[src/rtl/rv32i_multicycle_core_v2.sv]
// Multicycle RV32I core with configurable memory wait states, enable stall and sticky halt.
// One instruction at a time: fetch, decode, then an execute/memory path that ends in retire.
package rv32i_multicycle_core_v2_pkg;
   localparam logic [3:0] MMU_BANK_INST = 4'h1;

   typedef enum logic [1:0] {
      MEM_ACCESS_WORD    = 2'd0,
      MEM_ACCESS_HALF    = 2'd1,
      MEM_ACCESS_BYTE    = 2'd2,
      MEM_ACCESS_INVALID = 2'd3
   } mem_access_t;

   typedef logic [3:0] mem_exception_mask_t;

   typedef enum logic [3:0] {
      ALU_AND, ALU_OR, ALU_XOR, ALU_SLL, ALU_SRL,
      ALU_SRA, ALU_ADD, ALU_SUB, ALU_SLT, ALU_SLTU
   } alu_control_t;

   localparam logic [6:0] OP_REG    = 7'h33;
   localparam logic [6:0] OP_IMM    = 7'h13;
   localparam logic [6:0] OP_LUI    = 7'h37;
   localparam logic [6:0] OP_AUIPC  = 7'h17;
   localparam logic [6:0] OP_JAL    = 7'h6F;
   localparam logic [6:0] OP_JALR   = 7'h67;
   localparam logic [6:0] OP_LOAD   = 7'h03;
   localparam logic [6:0] OP_STORE  = 7'h23;
   localparam logic [6:0] OP_BRANCH = 7'h63;

   function automatic alu_control_t alu_decode(input logic [2:0] funct3, input logic alt);
      case (funct3)
         3'b000:  return alt ? ALU_SUB : ALU_ADD;
         3'b001:  return ALU_SLL;
         3'b010:  return ALU_SLT;
         3'b011:  return ALU_SLTU;
         3'b100:  return ALU_XOR;
         3'b101:  return alt ? ALU_SRA : ALU_SRL;
         3'b110:  return ALU_OR;
         default: return ALU_AND;
      endcase
   endfunction

   function automatic logic [31:0] alu_eval(input alu_control_t op, input logic [31:0] a,
                                            input logic [31:0] b);
      case (op)
         ALU_AND:  return a & b;
         ALU_OR:   return a | b;
         ALU_XOR:  return a ^ b;
         ALU_SLL:  return a << b[4:0];
         ALU_SRL:  return a >> b[4:0];
         ALU_SRA:  return $signed(a) >>> b[4:0];
         ALU_SUB:  return a - b;
         ALU_SLT:  return {31'd0, $signed(a) < $signed(b)};
         ALU_SLTU: return {31'd0, a < b};
         default:  return a + b;
      endcase
   endfunction
endpackage

// state      | meaning
// S_FETCH    | read instruction at PC for 1+W cycles
// S_DECODE   | read operands, precompute branch/jump target
// S_EXECUTE  | ALU, LUI, AUIPC, JALR
// S_ALUWB    | write rd, advance PC, retire
// S_MEMADR   | compute load/store address
// S_MEMREAD  | load access for 1+W cycles
// S_MEMWB    | write extended load data, retire
// S_MEMWRITE | store access for 1+W cycles, retire on last
// S_BRANCH   | compare and select PC, retire
// S_HALT     | sticky stop until reset
module rv32i_multicycle_core_v2
   import rv32i_multicycle_core_v2_pkg::*;
#(
   parameter logic [31:0] PC_START_ADDRESS = {MMU_BANK_INST, 28'h0},
   parameter int          MEM_WAIT_CYCLES  = 0,
   parameter int          COUNT_WIDTH      = 32
) (
   input  logic                   clk,
   input  logic                   rst,
   input  logic                   ena,
   output logic [31:0]            mem_addr,
   input  logic [31:0]            mem_rd_data,
   output logic [31:0]            mem_wr_data,
   output logic                   mem_wr_ena,
   output mem_access_t            mem_access,
   input  mem_exception_mask_t    mem_exception,
   output logic [31:0]            PC,
   output logic [COUNT_WIDTH-1:0] instructions_completed,
   output logic                   instruction_done,
   output logic                   halted
);
   typedef enum logic [3:0] {
      S_FETCH, S_DECODE, S_EXECUTE, S_ALUWB, S_MEMADR,
      S_MEMREAD, S_MEMWB, S_MEMWRITE, S_BRANCH, S_HALT
   } state_t;

   localparam logic [3:0] WAIT_LAST = 4'(MEM_WAIT_CYCLES);

   state_t                 state_q, state_d;
   logic [3:0]             wait_q, wait_d;
   logic [31:0]            pc_q, pc_d, pc_old_q, pc_old_d, pc_next_q, pc_next_d;
   logic [31:0]            ir_q, ir_d, a_q, a_d, b_q, b_d;
   logic [31:0]            alu_last_q, alu_last_d, mem_data_q, mem_data_d;
   logic [COUNT_WIDTH-1:0] count_q, count_d;
   logic [31:0]            rf_q [32];

   logic [6:0]  opcode;
   logic [2:0]  funct3;
   logic [4:0]  rd_idx;
   logic [31:0] imm_i, imm_s, imm_b, imm_j, imm_u;
   logic [31:0] rs1_val, rs2_val, rd_wdata;
   logic        reg_write, wr_req, retire, dwell_last, fault, br_eq, br_lt, br_taken, ls_legal;
   mem_access_t ls_size;

   assign opcode  = ir_q[6:0];
   assign funct3  = ir_q[14:12];
   assign rd_idx  = ir_q[11:7];
   assign imm_i   = {{20{ir_q[31]}}, ir_q[31:20]};
   assign imm_s   = {{20{ir_q[31]}}, ir_q[31:25], ir_q[11:7]};
   assign imm_b   = {{19{ir_q[31]}}, ir_q[31], ir_q[7], ir_q[30:25], ir_q[11:8], 1'b0};
   assign imm_j   = {{11{ir_q[31]}}, ir_q[31], ir_q[19:12], ir_q[20], ir_q[30:21], 1'b0};
   assign imm_u   = {ir_q[31:12], 12'd0};
   assign rs1_val = rf_q[ir_q[19:15]];
   assign rs2_val = rf_q[ir_q[24:20]];

   assign dwell_last = (wait_q == WAIT_LAST);
   assign fault      = dwell_last && (mem_exception != '0);
   assign br_eq      = (a_q == b_q);
   assign br_lt      = (alu_eval(funct3[1] ? ALU_SLTU : ALU_SLT, a_q, b_q) != 32'd0);
   assign br_taken   = funct3[2] ? (br_lt ^ funct3[0]) : (br_eq ^ funct3[0]);
   assign ls_size    = (funct3[1:0] == 2'b00) ? MEM_ACCESS_BYTE :
                       (funct3[1:0] == 2'b01) ? MEM_ACCESS_HALF : MEM_ACCESS_WORD;
   assign ls_legal   = (opcode == OP_STORE) ? (funct3 <= 3'd2) :
                       (funct3 != 3'd3 && funct3 != 3'd6 && funct3 != 3'd7);

   always_comb begin
      state_d    = state_q;
      wait_d     = '0;
      pc_d       = pc_q;
      pc_old_d   = pc_old_q;
      pc_next_d  = pc_next_q;
      ir_d       = ir_q;
      a_d        = a_q;
      b_d        = b_q;
      alu_last_d = alu_last_q;
      mem_data_d = mem_data_q;
      count_d    = count_q;
      mem_addr   = pc_q;
      mem_access = MEM_ACCESS_WORD;
      wr_req     = 1'b0;
      reg_write  = 1'b0;
      rd_wdata   = alu_last_q;
      retire     = 1'b0;
      case (state_q)
         S_FETCH: begin
            if (!dwell_last) begin
               wait_d = wait_q + 4'd1;
            end else if (fault) begin
               state_d = S_HALT;
            end else begin
               ir_d      = mem_rd_data;
               pc_old_d  = pc_q;
               pc_next_d = pc_q + 32'd4;
               state_d   = S_DECODE;
            end
         end
         S_DECODE: begin
            a_d        = rs1_val;
            b_d        = rs2_val;
            alu_last_d = pc_old_q + ((opcode == OP_JAL) ? imm_j : imm_b);
            case (opcode)
               OP_REG, OP_IMM, OP_LUI, OP_AUIPC, OP_JALR: state_d = S_EXECUTE;
               OP_JAL: begin
                  pc_next_d = pc_old_q + imm_j;
                  state_d   = S_ALUWB;
               end
               OP_LOAD, OP_STORE: state_d = S_MEMADR;
               OP_BRANCH:         state_d = S_BRANCH;
               default:           state_d = S_HALT;
            endcase
         end
         S_EXECUTE: begin
            state_d = S_ALUWB;
            case (opcode)
               OP_REG:   alu_last_d = alu_eval(alu_decode(funct3, ir_q[30]), a_q, b_q);
               OP_IMM:   alu_last_d = alu_eval(alu_decode(funct3, (funct3 == 3'b101) && ir_q[30]),
                                               a_q, imm_i);
               OP_LUI:   alu_last_d = 32'd0 + imm_u;
               OP_AUIPC: alu_last_d = pc_old_q + imm_u;
               default: begin
                  pc_next_d  = (a_q + imm_i) & ~32'd1;
                  alu_last_d = pc_old_q + 32'd4;
               end
            endcase
         end
         S_ALUWB: begin
            reg_write = 1'b1;
            rd_wdata  = (opcode == OP_JAL) ? pc_old_q + 32'd4 : alu_last_q;
            pc_d      = pc_next_q;
            retire    = 1'b1;
            state_d   = S_FETCH;
         end
         S_MEMADR: begin
            if (!ls_legal) begin
               state_d = S_HALT;
            end else if (opcode == OP_STORE) begin
               alu_last_d = a_q + imm_s;
               state_d    = S_MEMWRITE;
            end else begin
               alu_last_d = a_q + imm_i;
               state_d    = S_MEMREAD;
            end
         end
         S_MEMREAD: begin
            mem_addr   = alu_last_q;
            mem_access = ls_size;
            if (!dwell_last) begin
               wait_d = wait_q + 4'd1;
            end else if (fault) begin
               state_d = S_HALT;
            end else begin
               mem_data_d = mem_rd_data;
               state_d    = S_MEMWB;
            end
         end
         S_MEMWB: begin
            reg_write = 1'b1;
            case (funct3)
               3'b000:  rd_wdata = {{24{mem_data_q[7]}}, mem_data_q[7:0]};
               3'b001:  rd_wdata = {{16{mem_data_q[15]}}, mem_data_q[15:0]};
               3'b100:  rd_wdata = {24'd0, mem_data_q[7:0]};
               3'b101:  rd_wdata = {16'd0, mem_data_q[15:0]};
               default: rd_wdata = mem_data_q;
            endcase
            pc_d    = pc_next_q;
            retire  = 1'b1;
            state_d = S_FETCH;
         end
         S_MEMWRITE: begin
            mem_addr   = alu_last_q;
            mem_access = ls_size;
            wr_req     = !fault;
            if (!dwell_last) begin
               wait_d = wait_q + 4'd1;
            end else if (fault) begin
               state_d = S_HALT;
            end else begin
               pc_d    = pc_next_q;
               retire  = 1'b1;
               state_d = S_FETCH;
            end
         end
         S_BRANCH: begin
            if (funct3[2:1] == 2'b01) begin
               state_d = S_HALT;
            end else begin
               pc_d    = br_taken ? alu_last_q : pc_next_q;
               retire  = 1'b1;
               state_d = S_FETCH;
            end
         end
         default: state_d = S_HALT;
      endcase
      if (retire) count_d = count_q + 1'b1;
   end

   assign mem_wr_data            = b_q;
   assign mem_wr_ena             = wr_req && ena;
   assign instruction_done       = retire && ena;
   assign halted                 = (state_q == S_HALT);
   assign PC                     = pc_q;
   assign instructions_completed = count_q;

   always_ff @(posedge clk or negedge rst) begin
      if (!rst) begin
         state_q    <= S_FETCH;
         wait_q     <= '0;
         pc_q       <= PC_START_ADDRESS;
         pc_old_q   <= PC_START_ADDRESS;
         pc_next_q  <= PC_START_ADDRESS;
         ir_q       <= '0;
         a_q        <= '0;
         b_q        <= '0;
         alu_last_q <= '0;
         mem_data_q <= '0;
         count_q    <= '0;
      end else if (ena) begin
         state_q    <= state_d;
         wait_q     <= wait_d;
         pc_q       <= pc_d;
         pc_old_q   <= pc_old_d;
         pc_next_q  <= pc_next_d;
         ir_q       <= ir_d;
         a_q        <= a_d;
         b_q        <= b_d;
         alu_last_q <= alu_last_d;
         mem_data_q <= mem_data_d;
         count_q    <= count_d;
      end
   end

   always_ff @(posedge clk or negedge rst) begin
      if (!rst) begin
         for (int i = 0; i < 32; i++) rf_q[i] <= '0;
      end else if (reg_write && ena && rd_idx != 5'd0) begin
         rf_q[rd_idx] <= rd_wdata;
      end
   end
endmodule

[config.mk]
export PLATFORM = sky130hd
export DESIGN_NAME = rv32i_multicycle_core_v2
export DESIGN_NICKNAME = d
export VERILOG_FILES = /design/src/rtl/rv32i_multicycle_core_v2.sv
export SDC_FILE = /design/constraint.sdc
export NUM_CORES = 2
export LEC_CHECK = 0
export CORE_MARGIN = 2
export CORE_UTILIZATION = 25
export CTS_BUF_LIST = sky130_fd_sc_hd__clkbuf_8
export DETAILED_ROUTE_END_ITERATION = 8
export MAX_ROUTING_LAYER = met4
export PLACE_DENSITY_LB_ADDON = 0.15
export RECOVER_POWER = 100
export SETUP_SLACK_MARGIN = 0.3
export SLEW_MARGIN = 10
export SYNTH_ARGS = -nofsm -noshare
export SYNTH_HDL_FRONTEND = slang
export SYNTH_SLANG_ARGS = --single-unit
[constraint.sdc]
create_clock -name clk -period 12.6 [get_ports clk]
set_clock_uncertainty 0.15 [all_clocks]
set_input_delay 2.52 -clock clk [delete_from_list [all_inputs] [get_ports clk]]
set_output_delay 2.52 -clock clk [all_outputs]
set_load 0.05 [all_outputs]
Yosys cells after proc, flatten, opt, wreduce, memory -nomap -nowiden

Cells that the tools add are included.
W data, S select, Z words.

Bits of input ports: 39
Output and inout port bits: 133
Register bits: 1320

$add $sub $neg: 12
Equality and inequality tests: 63
Shifts and indexed selects: 6
$lt $le $gt $ge: 9
Bitwise operators: 12
Muxes and demuxes: 66
Reductions and logical operators: 37

Operator list:

| kind                    | count |
|---|---|
| $bwmux W1024            | 1 |
| $pmux W32 S9            | 3 |
| $mux W32                | 17 |
| $bmux W32 S5            | 2 |
| $pmux W32 S3            | 3 |
| $pmux W32 S4            | 2 |
| $add A32 B32 Y32        | 6 |
| $demux W32 S5           | 1 |
| $lt A32 B32 Y1          | 3 |
| $add A32 B3 Y32 const B | 2 |
| $and A32 B32 Y32        | 2 |
| $or A32 B32 Y32         | 2 |
| $pmux W32 S2            | 1 |
| $shl A32 B5 Y32         | 2 |
| $shr A32 B5 Y32         | 2 |
| $sshr A32 B5 Y32        | 2 |
| $sub A32 B32 Y32        | 2 |
| $xor A32 B32 Y32        | 2 |
| $mux W4                 | 14 |
| $pmux W4 S7             | 2 |
| $eq A4 B3 Y1 const B    | 13 |
| $add A32 B1 Y32 const B | 1 |
| $eq A32 B32 Y1          | 1 |
| $eq A4 B2 Y1 const B    | 8 |
| other kinds (45)        | 111 |

Logic depth before layout (Yosys ltp)

Depth after elaboration: 10
Mapped depth: 19
Gate-level depth less buffers: 17

Worst setup path before layout

OpenSTA, ideal clock, no wires.

Path type: input to output
From: in mem_exception[1]
To: out instruction_done
Path slack: 5.819 ns
Arrival time: 4.111 ns
Buffers on the path: 1
Stages: 6
Path through: or4_1 > nand2b_1 > nor3_1 > o31ai_1 > clkbuf_1 > inv_2

Word-level cells in the longest chain between the ends: 6

Ends and longest elaborated chain:

| item                | line | source |
|---|---|---|
| from (decl)         | 86   | `input mem_exception_mask_t mem_exception,` |
| $reduce_bool A4 Y1  | 127  | `assign fault = dwell_last && (mem_exception != '0);` |
| $logic_and A1 B1 Y1 | 127  |  |
| $mux W1             | 245  | `end else if (fault) begin` |
| $mux W1             | 243  | `if (!dwell_last) begin` |
| $pmux W1 S3         | 154  | `case (state_q)` |
| $logic_and A1 B1 Y1 | 269  | `assign instruction_done = retire && ena;` |
| to (decl)           | 89   | `output logic instruction_done,` |

No other way between the ends.

Final worst setup path

From: in ena
To: reg rf_q[431] (netlist name)

Word-level cells in the longest chain between the ends: 2

Ends and longest elaborated chain:

| item                             | line | source |
|---|---|---|
| from (decl)                      | 80   | `input logic ena,` |
| $logic_and A1 B1 Y1 (2 in a row) | 305  | `end else if (reg_write && ena && rd_idx != 5'd0) begin` |
| to (signal, indexed assignment)  | 306  | `rf_q[rd_idx] <= rd_wdata;` |
| to (decl)                        | 105  | `logic [31:0] rf_q [32];` |

No other way between the ends.
A chain may end at the register's enable or synchronous reset.

==> results.json <==
{
  "synth-seq-area-share_pct": 37.6,
  "worst_pin_slew_ps": 4500,
  "setup_viol": 0,
  "die-area_um2": 356000,
  "slowest_stage": "nor2b_1",
  "gr-usage-all-layers_pct": 24.4,
  "clkTransAtPathRegs_ps": 50,
  "synth_top_area_cell": "dfrtp_1",
  "cap_violations": 76,
  "critical_path.cell_chain": "dlygate4sd3_1 -> clkbuf_1 -> nand4_1 -> nor2b_1 -> clkbuf_1 -> a21oi_1",
  "rsz0062_at_grt": "no",
  "max_slew_margin_pct": -200,
  "synth_top_cell_area_share_pct": 37.5,
  "gp_congestion": 0.994,
  "avgSynthCellArea_um2": 9.72,
  "fmax_ghz": 0.108,
  "grt_first_pass_wirelength_um": 604000,
  "cp_num_buf_inv": 3,
  "grt_max_degree": 158,
  "core_um2": 349000,
  "fin_util_pct": 28.5,
  "place_ws_ps": 4280,
  "overflow": 0,
  "syn-num-nets": 9336,
  "setup_tns_ps": 0,
  "cpMostUsedCell": "clkbuf_1",
  "synth_cell_type_count": 96,
  "p_leak_nw": 40.7,
  "worst-setup-path-type": "in2reg",
  "dp_hpwl_um": 302000,
  "ir_worst_vdd_mv": 0.0973,
  "nets": 9188,
  "fp-row-count": 217,
  "cts_tree": "done",
  "drcViolationCount": 0,
  "antenna_found_initial": 27,
  "critPathArrivalTime_ps": 9850,
  "path_max_fanout": 33,
  "p_per_area_nw_per_um2": 205,
  "period_share_pct": 73.3,
  "yosysMostFrequentCell": "dfrtp_1",
  "cts_setup_buffers": 0,
  "hold_class": "reg2reg",
  "io_buffers": 171,
  "async_flop_share_pct": 100,
  "place_inst": 13200,
  "holdWs_ps": 244,
  "drive_gt1_share_pct": 17.1,
  "areaGrowthSynthToFinish_pct": 13.4,
  "synthTopCellsByArea": "dfrtp_1 (38%), mux4_2 (18%), a21oi_1 (4.9%), nand2_1 (4.8%), o21ai_1 (4.4%)",
  "num_vias": 75400,
  "end_kind": "flop",
  "clk_path_buf_depth": 4,
  "synth-seq-cells": 1320,
  "hold_viol": 0,
  "numCtsBuffers": 263,
  "startpoint_type": "input pin",
  "fin_area_um2": 99600,
  "synth_common_cells": "dfrtp_1 (1317), nand2_1 (1122), nor2_1 (920), a21oi_1 (855), o21ai_1 (764)",
  "max_stage_delay_ps": 2760,
  "htreeDepth": 5,
  "min_period_ps": 9230,
  "viasPerCell": 5.50,
  "required_ps": 13210,
  "failed_checks": "max-capacitance violations, max-slew violations",
  "ios": 172,
  "first_pass_iters": 9,
  "die_h_um": 597,
  "status": "complete, but fails checks",
  "clockRootBuffer": "clkbuf_8",
  "grt_pass1_vias": 74700,
  "netlist_area_um2": 87800,
  "postRouteAntennaNets": 0,
  "initial_core_util_pct": 25.1,
  "clk_latency_ps": 1030,
  "synth_edf_count": 0,
  "slew_viol_final": 3180,
  "drtIter0Drc": 7846,
  "die_x_um": 597,
  "finalPower_mw": 20.4,
  "synth_cells": 9032,
  "hold_buffers": 0,
  "setup_slack_ps": 3370,
  "synth_flop_cell": "dfrtp_1",
  "drt-wirelength-per-cell_um": 31.5,
  "stdcell_count": 13700,
  "crit_family": "simple AND/OR/NAND/NOR gates",
  "clock_sinks": 1320,
  "post_dp_cell_area_um2": 94800,
  "yosysWarnings": 0,
  "ctsResizeCount": 0,
  "wirelength_um": 432000
}
==> worst register-to-register path: cells and delay by family, from the launching register on <==
family / cells / cell delay, ps
adders and majority gates: 1 / 690
and+or+nand+nor: 3 / 750
AOI/OAI and AO/OA: 7 / 1910
DFF: 1 / 1690
buffers and inverters: 2 / 2990
muxes: 1 / 470
==> report_power, final <==
part / internal, mW / switching, mW / total (mW)
logic: 3.09 / 7.61 / 10.7
registers: 4.48 / 0.657 / 5.13
clock network: 2.41 / 2.12 / 4.53
total: 9.98 / 10.4 / 20.4
==> routing by layer <==
metal	routed length (um)	part of all wire, %	vias to the layer above	global-route usage [%]
met5	0	0	-	-
met4	19700	4.6	0	9.19
met3	28000	6.5	667	3.38
met2	195000	45	2894	37.5
met1	188000	44	39000	32.6
li1	-	-	32800	-
==> area by class of cell <==
type / instances / area, um^2
fillers: 36600 / 250000
multi-input cells: 6690 / 51100
flip-flops and latches: 1320 / 33100
well taps: 4599 / 5750
clock buffers: 322 / 4430
repair buffers: 448 / 3670
clock inverters: 141 / 846
inverters: 161 / 617
diodes: 13 / 32.5
==> cells by family after synthesis <==
logic type                 synth area share [%]
DFF                                        37.6
muxes                                      22.5
AOI/OAI and AO/OA                          17.1
adders and majority gates                  3.84
xor gates and xnor gates                   2.58
and+or+nand+nor                            11.8
buffers and inverters                      4.52
==> cell usage in the layout, fill, tap and decap left out, types with 26 or more instances in the layout <==
master and n:
a211oi_1 54, a21o_1 55, a21oi_1 853, a221oi_1 53
a31oi_1 58, and3_1 30, buf_4 204, clkbuf_1 63
clkbuf_8 322, clkdlybuf4s50_1 46, clkinv_2 28, dfrtp_1 1301
dlygate4sd3_1 124, ha_1 257, inv_1 218, mux2_2 140
mux2i_1 194, mux4_2 711, nand2_1 1121, nand2b_1 40
nand3_1 97, nand4_1 65, nor2_1 906, nor3_1 87
nor4_1 27, o211ai_1 74, o21a_1 26, o21ai_0 916
o21ai_1 156, o21bai_1 34, o221ai_1 43, o22ai_1 47
xnor2_1 180, xor2_1 79
==> flip-flops by register name (all words and copies together) (netlist names) <==
| name | count |
|---|---|
| instructions_completed | 32 |
| alu_last_q | 32 |
| pc_next_q | 32 |
| mem_wr_data | 32 |
| pc_old_q | 32 |
| mem_data_q | 32 |
| rf_q | 1024 |
| wait_q | 4 |
| state_q | 4 |
| a_q | 32 |
| PC | 32 |
| ir_q | 32 |
==> worst paths after layout <==
path,from,endpoint,slack [ps],depth (start not counted)
setup reg to reg,mem_wr_data[1]$_DFFE_PN0P_,PC[4]$_DFFE_PN0P_,3760,14
hold / removal,rf_q[1003]$_DFFE_PN0P_,rf_q[1003]$_DFFE_PN0P_,240,0
hold reg to reg,rf_q[1003]$_DFFE_PN0P_,rf_q[1003]$_DFFE_PN0P_,240,0
min in group asynchronous,rst,alu_last_q[21]$_DFFE_PN0P_,1290,1
setup / recovery,ena,rf_q[431]$_DFFE_PN0P_,3370,6
max in group asynchronous,rst,mem_wr_data[3]$_DFFE_PN0P_,4030,3
Power figures use the tool's default switching activity.
